File: src/rtl/tdm_demux4x1.sv
// Receive side of a 4-slot TDM link: hunts for the slot-0 frame marker, locks,
// and publishes all four recovered channels together once per complete frame.
module tdm_demux4x1 #(
  parameter int DATA_W = 1
) (
  input  logic              clk,
  input  logic              rst_n,
  input  logic [DATA_W-1:0] din,
  input  logic              din_valid,
  input  logic              sync,
  output logic [DATA_W-1:0] q0,
  output logic [DATA_W-1:0] q1,
  output logic [DATA_W-1:0] q2,
  output logic [DATA_W-1:0] q3,
  output logic              frame_valid,
  output logic              locked,
  output logic              sync_err
);

  typedef enum logic {HUNT, LOCK} state_t;

  state_t            state;
  logic [1:0]        slot;
  logic [DATA_W-1:0] s0, s1, s2;
  logic              run;
  logic              beat;

  // Reset release is retimed so no beat is taken on the edge where rst_n
  // first reads high; the first beat lands on the second edge.
  always_ff @(posedge clk or negedge rst_n) begin
    if (!rst_n) run <= 1'b0;
    else        run <= 1'b1;
  end

  assign beat   = din_valid && run;
  assign locked = (state == LOCK);

  always_ff @(posedge clk or negedge rst_n) begin
    // NOTE: the shadow registers are reset along with q0..q3 so that a reset
    // mid-frame can never leak stale slot data into a later frame.
    if (!rst_n) begin
      state       <= HUNT;
      slot        <= 2'd0;
      s0          <= '0;
      s1          <= '0;
      s2          <= '0;
      q0          <= '0;
      q1          <= '0;
      q2          <= '0;
      q3          <= '0;
      frame_valid <= 1'b0;
      sync_err    <= 1'b0;
    end else begin
      // NOTE: non-blocking assignments throughout; the pulse defaults below are
      // overridden later in the same block, so last assignment wins per edge.
      frame_valid <= 1'b0;
      sync_err    <= 1'b0;
      if (beat) begin
        if (state == HUNT) begin
          if (sync) begin
            s0    <= din;
            slot  <= 2'd1;
            state <= LOCK;
          end
        end else if (sync && slot != 2'd0) begin
          // Early marker: drop the partial frame and restart on this beat.
          sync_err <= 1'b1;
          s0       <= din;
          slot     <= 2'd1;
        end else if (!sync && slot == 2'd0) begin
          sync_err <= 1'b1;
          slot     <= 2'd0;
          state    <= HUNT;
        end else begin
          case (slot)
            2'd0: s0 <= din;
            2'd1: s1 <= din;
            2'd2: s2 <= din;
            default: begin
              q0          <= s0;
              q1          <= s1;
              q2          <= s2;
              q3          <= din;
              frame_valid <= 1'b1;
            end
          endcase
          slot <= slot + 2'd1;
        end
      end
    end
  end

endmodule

File: config.mk
export PLATFORM = sky130hd
export DESIGN_NAME = tdm_demux4x1
export DESIGN_NICKNAME = d
export VERILOG_FILES = /design/src/rtl/tdm_demux4x1.sv
export SDC_FILE = /design/constraint.sdc
export NUM_CORES = 1
export LEC_CHECK = 0
export CAP_MARGIN = 20
export CELL_PAD_IN_SITES_DETAIL_PLACEMENT = 0
export CELL_PAD_IN_SITES_GLOBAL_PLACEMENT = 1
export CORE_UTILIZATION = 37
export CTS_BUF_LIST = sky130_fd_sc_hd__clkbuf_8
export DETAILED_ROUTE_END_ITERATION = 16
export PLACE_DENSITY = 0.72
export SLEW_MARGIN = 20
export SYNTH_ARGS = -nofsm -noshare
export SYNTH_HDL_FRONTEND = slang
export SYNTH_SLANG_ARGS = --single-unit
File: constraint.sdc
create_clock -name clk -period 2.17 [get_ports clk]
set_clock_uncertainty 0.15 [all_clocks]
set_input_delay 0.3255 -clock clk [delete_from_list [all_inputs] [get_ports clk]]
set_output_delay 0.3255 -clock clk [all_outputs]
set_load 0.05 [all_outputs]
==> results.toml <==
[run_status]
status = "complete, but fails checks"
violations = "design-rule violations"

[power]
power_w = 0.001075
p_per_area_nw_per_um2 = 1318
ir_worst_vdd_uv = 620.9
power_leakage_nw = 0.4041

[clock_tree]
cts.clk_slew.worst_paths_ns = 0.05
numCtsBuffers = 3
cts_buffer_depth = 2
cts_sinks = 13
postCtsSetupBuffers = 0
cts_resized = 0
cts.htree.levels = 1
ctsRootBufferMaster = "clkbuf_8"
tritoncts = "built"
clk_latency_ns = 0.24
ctsHoldBuffers = 0

[floorplan]
die_w_um = 43.73
rows = 14
die_area_um2 = 1912
core_um2 = 1559
io_pins = 12
die_h_um = 43.73
initial_utilization_pct = 41.33

[global_routing]
grt_overflow_total = 0
grt_max_degree = 14
grt.total_usage_pct = 14.11
grt_pass1_wl_um = 1849
grt_pass1_vias = 417
antenna_found_initial = 0

[synth]
avgSynthCellArea_um2 = 12.89
seq_area_frac_synth_pct = 50.49
synth_nets = 62
ys_warn_count = 0
synth_area_leaders = "dfrtp_1 50%, ha_1 14%, mux2_4 9.3%"
synth.distinct_cells = 20
synth_top_area_cell = "dfrtp_1"
yosysTopAreaCellShare_pct = 50.49
ys_ff_latch = 13
netlist_instances = 50
netlist_area_um2 = 644.4

[place]
dpl.hpwl_um = 770
portBuffers = 11
place_area_um2 = 770.7
gp_congestion = 0.7061

[layout]
regArea_um2 = 325.3
fillers = 141
largest_reg_flops = 2
multi_input_area_um2 = 289.0
drive_gt1_share_pct = 20.00
layout.nets = 78
final_area_um2 = 815.8
diodes = 0
regMostFlops = "slot"
syn2layout_area_growth_pct = 26.60

[sta]
hold_violations = 0
finalCritPeriodShare_pct = 92.83
relSlewSlack_pct = 60.32
clock.fmax_ghz = 0.4964
slew_violations = 0
fin_crit_ns = 2.014
tns_ns = 0
tightest_slew_ns = 0.5934
setup_violations = 0
rsz0062_at_grt = "false"

[drt]
drt_first_iter_violations = 3
drc = 1
first_pass_iters = 10
routedWlPerCell_um = 12.62
vias = 412
drtAntennaViolNets = 0
vias_per_cell = 5.086
routed_wl_um = 1022

[critical_path]
crit_top_cell = "ha_1"
critPathArrivalTime_ns = 1.99
critical_path_class = "flop to flop"
cp_slowest_cell = "dfrtp_1"
cp.required_ns = 2.15
crit_chain = "inv_1, ha_1, ha_1, and3_1, mux2_4"
cp-end-kind = "flop"
crit_family = "adder cells"
cpPeakStageDelay_ns = 0.43
critPathLaunchType = "flop"
crit_fanout = 5
crit_buf_inv = 1

[hold_path]
holdCritPathClass = "input pin to async pin"

[run]
drv_cap = 0
## final cells by class
class                      instances  share of cell area [%]
sequential                        13                   39.88
multi-input combinational         31                   35.43
timing repair buffer              12                   14.42
clock buffer                       3                   5.061
tap                               16                   2.454
inverter                           5                   2.301
clock inverter                     1                  0.4601
## cell families after synthesis
kind of cell	Yosys count	synth area share [%]
compound gates	4	4.271
fa+ha+maj	7	13.59
buf+inv	6	4.660
flops	13	50.49
mux	8	16.12
other cells	1	0.5820
simple gates	11	10.29
## report_power, final
part / total [W] / switching (W) / leakage, nW / internal, W
Clock: 0.000209 / 0.0000843 / 0.0269 / 0.000125
Sequential: 0.000386 / 0.0000587 / 0.162 / 0.000327
Combinational: 0.000480 / 0.000276 / 0.216 / 0.000204
## through the flow
stage,hold WS [ns],std cells,setup WS (ns),utilization (%)
floorplan,-0.1201,50,0.3444,-
global placement,0.3412,77,0.06739,49.44
detailed placement,0.3397,77,0.06754,49.44
CTS,0.3336,81,0.1448,52.33
global route,0.3699,81,0.08081,52.33
finish,0.3095,81,0.1557,52.33
## routing by layer
metal | up-vias | track usage (%) | share of wire, %
met4 | 0 | 7.500 | 2.3
met3 | 4 | 6.250 | 5.6
met5 | - | 0 | 0
met1 | 198 | 18.78 | 49
met2 | 14 | 19.10 | 43
li1 | 196 | - | -
## worst paths after layout
kind,end,slack [ns],startpoint,depth (start not counted)
max reg2reg,q0$_DFFE_PN0P_,0.16,slot[0]$_DFFE_PN0P_,5
min reg2reg,q2$_DFFE_PN0P_,0.35,s2$_DFFE_PN0P_,1
min,sync_err$_DFF_PN0_,0.31,rst_n,1
min in group clk,q2$_DFFE_PN0P_,0.35,s2$_DFFE_PN0P_,1
max in group asynchronous,s0$_DFFE_PN0P_,1.17,rst_n,1
max,q0$_DFFE_PN0P_,0.16,slot[0]$_DFFE_PN0P_,5
## cells in the mapped netlist
cell type and number:
a21boi_0 1, a21oi_1 1, and2_0 1, and3_1 2
and3_2 2, buf_6 1, conb_1 1, dfrtp_1 13
ha_1 7, inv_1 5, mux2_2 3, mux2_4 4
mux2i_1 1, nand2_1 2, nand3_1 1, nand4b_1 1
nor2_1 1, nor3b_1 1, o21ai_0 1, o32a_1 1
## cell usage in the layout, fill, tap and decap left out, drive strengths merged
cell	instances
a21boi	1
a21oi	1
and2	1
and3	4
buf	1
clkbuf	3
clkdlybuf4s50	11
conb	1
dfrtp	13
ha	7
inv	6
mux2	7
mux2i	1
nand2	2
nand3	1
nand4b	1
nor2	1
nor3b	1
o21ai	1
o32a	1
Note: power is estimated with default switching activity, not from simulation.
==> RTL edit 1: new RTL, same settings <==
Register the output `locked`, cleared by the reset; this adds one clock of latency there. The other outputs are not delayed to match.
--- a/src/rtl/tdm_demux4x1.sv
+++ b/src/rtl/tdm_demux4x1.sv
@@ -33,7 +33,13 @@
   end
 
   assign beat   = din_valid && run;
-  assign locked = (state == LOCK);
+  always_ff @(posedge clk or negedge rst_n) begin
+    if (!rst_n) begin
+      locked <= '0;
+    end else begin
+      locked <= (state == LOCK);
+    end
+  end
 
   always_ff @(posedge clk or negedge rst_n) begin
     // NOTE: the shadow registers are reset along with q0..q3 so that a reset
Check against the original RTL: not equivalent (Yosys sat finds a counterexample within 4 cycles, from zero or initial values and one cycle with rst_n low).
==> RTL edit 1 against the unedited design <==
Sequential cell count grew 1; routed wire length decreased by 3.8%; via count fell by 1.7%; synthesized cell count rose by 2.0%; sequential power rose by 6.7%; die area grew 3.2%; area after synthesis rose by 3.3%; worst setup slack improved by 38 ps; final area rose by 4.6%; utilization increased by 1.2 points; power increased by 3.7%.
==> RTL edit 1: results (changes against the unedited design) <==
* Number of setup buffers added after CTS at 0 (unchanged)
* Top FF cell, synth: dfrtp_1
* Number of nets in the layout at 78 (unchanged)
* Synth area leaders: dfrtp_1 53%, ha_1 13%, mux2_4 9.0%, mux2_2 6.8%, and3_1 2.8%
* Peak VDD IR at 0.603 mV (-2.9%)
* CTS clk-pin slew, worst paths at 60 ps
* Hold crit path type: input port to async pin
* DRT Wirelength at 983 um (-3.8%)
* Port buffer count at 11 (unchanged)
* Crit path arrival time at 1950 ps (-40 ps)
* First drt pass iteration count at 4 (-6)
* Sequential fraction of the synthesis area at 52.6% (+2.1 points)
* 1st-iter DRT viols at 3 (unchanged)
* Post-DP HPWL at 802 um (+4.1%)
* Largest net degree at the start of global routing at 15 (+1)
* GRT Util Overall at 13.2% (-0.95 points)
* Pleak at 0.405 nW (+0.16%)
* H-Tree Depth at 1 (unchanged)
* Layout cells sized above 1 at 20.0% (unchanged)
* Clock tree buffer depth at 2 (unchanged)
* Most common library cells after synthesis: 14 x dfrtp_1, 7 x ha_1, 4 x inv_1, 4 x mux2_2, 4 x mux2_4
* Synthesis Warnings at 0 (unchanged)
* First-pass GRT wire length at 1850 um (unchanged)
* Outcome: completed
* Most flop-heavy register: slot
* Netlist cell types at 20 (unchanged)
* Delay-heaviest family, CP: adder cells
* Clk_lat worst skew at 240 ps (about the same)
* Fill cell count at 141 (unchanged)
* Peak per-stage delay on the critical path at 400 ps (-30 ps)
* Diodes inserted at 0 (unchanged)
* Post-DP Area at 798 um2 (+3.6%)
* Routability congestion estimate at 0.685 (-3.0%)
* Crit-path slowest cell: dfrtp_1
* Slew headroom at 59.8% (-0.50 points)
* Number of flip-flops in the largest register at 2 (unchanged)
* Worst-path maximum fanout at 4 (-1)
* Synthesized Nets at 63 (+1.6%)
* Via count at 405 (-1.7%)
RTL edit 1: worst reg2reg max path, cell delays in order, from the launching register on:
cell and delay (ps):
dfrtp_1 400, inv_1 100, ha_1 240, ha_1 330, and3_1 320, mux2_4 330
RTL edit 1: cell type report:
type	instances	area [um2]	share of cell area, %
clock buffer	4	55.1	6.45
inverter	4	15.0	1.76
multi-input combinational	31	285	33.4
sequential	14	350	41.1
tap	24	30.0	3.52
timing repair buffer	12	118	13.8
RTL edit 1: cells by family after synthesis:
logic type,count (synthesis),synth area share [%]
buffers and inverters,6,4.51
AOI/OAI and AO/OA,5,5.07
and+or+nand+nor,10,8.27
DFF,14,52.6
other,1,0.563
muxes,8,15.8
adders and majority gates,7,13.2
RTL edit 1: worst paths after layout:
| check | end | cells after the start | slack (ps) | startpoint |
|---|---|---|---|---|
| max | q2 | 5 | 190 | slot[0] |
| min | sync_err | 1 | 310 | rst_n |
| max reg2reg | q2 | 5 | 190 | slot[0] |
| min reg2reg | locked | 0 | 330 | state |
| max in group asynchronous | s1 | 1 | 1170 | rst_n |
| min in group clk | locked | 0 | 330 | state |
RTL edit 1: where the power goes:
part	internal, mW	switching, mW	leakage (nW)
Clock	0.160	0.0875	0.0288
Combinational	0.199	0.257	0.204
Sequential	0.350	0.0622	0.172
RTL edit 1: through the flow:
| step | setup slack [ps] | hold WS [ps] | std cells | util (%) |
|---|---|---|---|---|
| after floorplan | 363 | -120 | 51 | - |
| after global placement | 99.9 | 322 | 85 | 50.1 |
| after detailed placement | 74.5 | 319 | 85 | 50.1 |
| after CTS | 183 | 329 | 89 | 53.5 |
| after global routing | 92.2 | 375 | 89 | 53.5 |
| final | 193 | 313 | 89 | 53.5 |
RTL edit 1: per-layer routing:
| metal | up-vias | track usage, % | share of wire [%] |
|---|---|---|---|
| met3 | 2 | 3.67 | 4.7 |
| met1 | 191 | 17.7 | 48 |
| met2 | 12 | 20.0 | 46 |
| met5 | - | 0 | 0 |
| li1 | 200 | - | - |
| met4 | 0 | 5.45 | 1.4 |
==> RTL edit 2: new RTL, same settings <==
Without the edit above. Add an input register stage for `din`, `din_valid` and `sync`, with the module's reset; this delays them by one clock.
--- a/src/rtl/tdm_demux4x1.sv
+++ b/src/rtl/tdm_demux4x1.sv
@@ -19,6 +19,22 @@
 
   typedef enum logic {HUNT, LOCK} state_t;
 
+  logic [DATA_W-1:0] din_q;
+  logic din_valid_q;
+  logic sync_q;
+
+  always_ff @(posedge clk or negedge rst_n) begin
+    if (!rst_n) begin
+      din_q       <= '0;
+      din_valid_q <= '0;
+      sync_q      <= '0;
+    end else begin
+      din_q       <= din;
+      din_valid_q <= din_valid;
+      sync_q      <= sync;
+    end
+  end
+
   state_t            state;
   logic [1:0]        slot;
   logic [DATA_W-1:0] s0, s1, s2;
@@ -32,7 +48,7 @@
     else        run <= 1'b1;
   end
 
-  assign beat   = din_valid && run;
+  assign beat   = din_valid_q && run;
   assign locked = (state == LOCK);
 
   always_ff @(posedge clk or negedge rst_n) begin
@@ -57,30 +73,30 @@
       sync_err    <= 1'b0;
       if (beat) begin
         if (state == HUNT) begin
-          if (sync) begin
-            s0    <= din;
+          if (sync_q) begin
+            s0    <= din_q;
             slot  <= 2'd1;
             state <= LOCK;
           end
-        end else if (sync && slot != 2'd0) begin
+        end else if (sync_q && slot != 2'd0) begin
           // Early marker: drop the partial frame and restart on this beat.
           sync_err <= 1'b1;
-          s0       <= din;
+          s0       <= din_q;
           slot     <= 2'd1;
-        end else if (!sync && slot == 2'd0) begin
+        end else if (!sync_q && slot == 2'd0) begin
           sync_err <= 1'b1;
           slot     <= 2'd0;
           state    <= HUNT;
         end else begin
           case (slot)
-            2'd0: s0 <= din;
-            2'd1: s1 <= din;
-            2'd2: s2 <= din;
+            2'd0: s0 <= din_q;
+            2'd1: s1 <= din_q;
+            2'd2: s2 <= din_q;
             default: begin
               q0          <= s0;
               q1          <= s1;
               q2          <= s2;
-              q3          <= din;
+              q3          <= din_q;
               frame_valid <= 1'b1;
             end
           endcase
Function: changed (a bounded check fails within 4 cycles, from zero or initial values and one cycle with rst_n low).
==> RTL edit 2 against the unedited design <==
Worst setup slack worse by 4.6 ps; utilization is 1.1 points lower; critical path type is now register to output port; final area is 11% higher; largest cell class unchanged; die area is 11% higher; sequential cell count is 3 higher; routed wire length is 15% higher; synthesized cell count is 6.0% higher; largest power group unchanged; power is 9.8% higher; sequential power is 16% higher; area after synthesis is 11% higher.
==> RTL edit 2: results (changes against the unedited design) <==
* TritonCTS Buffers at 3 (unchanged)
* Largest net degree at the start of global routing at 17 (+3)
* Hold crit path type: input port to async pin
* Routability congestion estimate at 0.726 (+2.8%)
* Via/cell ratio at 4.73 (-7.0%)
* Non-Clock Inverter Count at 4 (-1)
* Sequential fraction of the synthesis area at 55.9% (+5.5 points)
* Minimum clock period at 2020 ps (+4.58 ps)
* Place WS at 209 ps (+141 ps)
* CTS clk-pin slew, worst paths at 60 ps
* Fraction of area in multi-input gates at 31.5% (-3.9 points)
* Post-DP HPWL at 863 um (+12%)
* Met2 usage at 20.6% (+1.5 points)
* Pleak at 0.430 nW (+6.4%)
* Met1 wire length at 544 um (+8.8%)
* Met3 GRT Util at 2.38% (-3.9 points)
* FF+latch count at 16 (+3)
* DRT Wirelength at 1180 um (+15%)
* Crit path arrival time at 1540 ps (-450 ps)
* Clock buffer count in the final layout at 4 (+1)
* GRT Util Overall at 13.0% (-1.1 points)
* Synth area leaders: dfrtp_1 56%, ha_1 12%, mux2_4 8.4%, mux2_2 6.3%, and3_1 2.6%
* Combinational power at 475 uW (-1%)
* Synthesized Nets at 65 (+4.8%)
* Via count at 435 (+5.6%)
* Placed Instances at 88 (+14%)
* P_seq at 448 uW (+16%)
* Combinational share of power at 40.2% (-4.5 points)
* Worst flop-to-flop path endpoint: q1
* Layout cells sized above 1 at 19.4% (-0.60 points)
* Non-Clock Buffer Count at 12 (unchanged)
* Cell Int Power at 747 uW (+14%)
* 1st-iter DRT viols at 0 (-3)
* First drt pass iteration count at 1 (-9)
* Crit path launch: locked
* R2R Path Start: slot[0]
* First-pass GRT wire length at 1900 um (+3.0%)
* Outcome: completed
* Most common library cells after synthesis: 16 x dfrtp_1, 7 x ha_1, 4 x inv_1, 4 x mux2_2, 4 x mux2_4
* Delay-heaviest family, CP: buffers and inverters
* Peak VDD IR at 0.505 mV (-19%)
* GR Layer Usage met1 at 16.8% (-2.0 points)
* Buffer share of cell area at 13.0% (-1.4 points)
* Syn Inst Count at 53 (+6.0%)
* Post_cts resized at 0 (unchanged)
* Register area at 400 um2 (+23%)
* Vias in the first global route at 430 (+3.1%)
* Fill cell count at 165 (+17%)
* Peak per-stage delay on the critical path at 840 ps (+410 ps)
* Met2 wire len at 582 um (+32%)
* Worst Setup EP: locked
* Crit-path slowest cell: clkdlybuf4s50_1
* Worst-path maximum fanout at 7 (+2)
* Met3 routed WL at 29 um (-49%)
* Number of nets in the layout at 80 (+2.6%)
* Reg2Reg Setup Slack at 190 ps (+30 ps)
* ClkCell Share at 6.09% (+0.56 points)
RTL edit 2: worst min-delay path by stage:
stage / slack [ps] / cells past startpoint / to / start
2_1_floorplan: -120 / 0 / din_q / rst_n
3_3_place_gp: 340 / 1 / q1 / s1
3_5_place_dp: 340 / 1 / q0 / s0
4_1_cts: 260 / 2 / q3 / rst_n
5_1_grt: 270 / 2 / sync_err / rst_n
6_report: 250 / 2 / slot[0] / rst_n
RTL edit 2: logic make-up after synthesis:
| group | count (synthesis) | share of synthesized area, % |
|---|---|---|
| compound gates | 5 | 4.72 |
| other cells | 1 | 0.524 |
| buf+inv | 6 | 4.19 |
| flops | 16 | 55.9 |
| fa+ha+maj | 7 | 12.2 |
| simple gates | 10 | 7.69 |
| mux | 8 | 14.7 |
RTL edit 2: per-stage QoR:
step,util (%),instance area [um2]
after floorplan,-,716
after global placement,48.2,850
after detailed placement,48.2,850
after CTS,51.3,905
after global routing,51.3,905
final,51.3,905
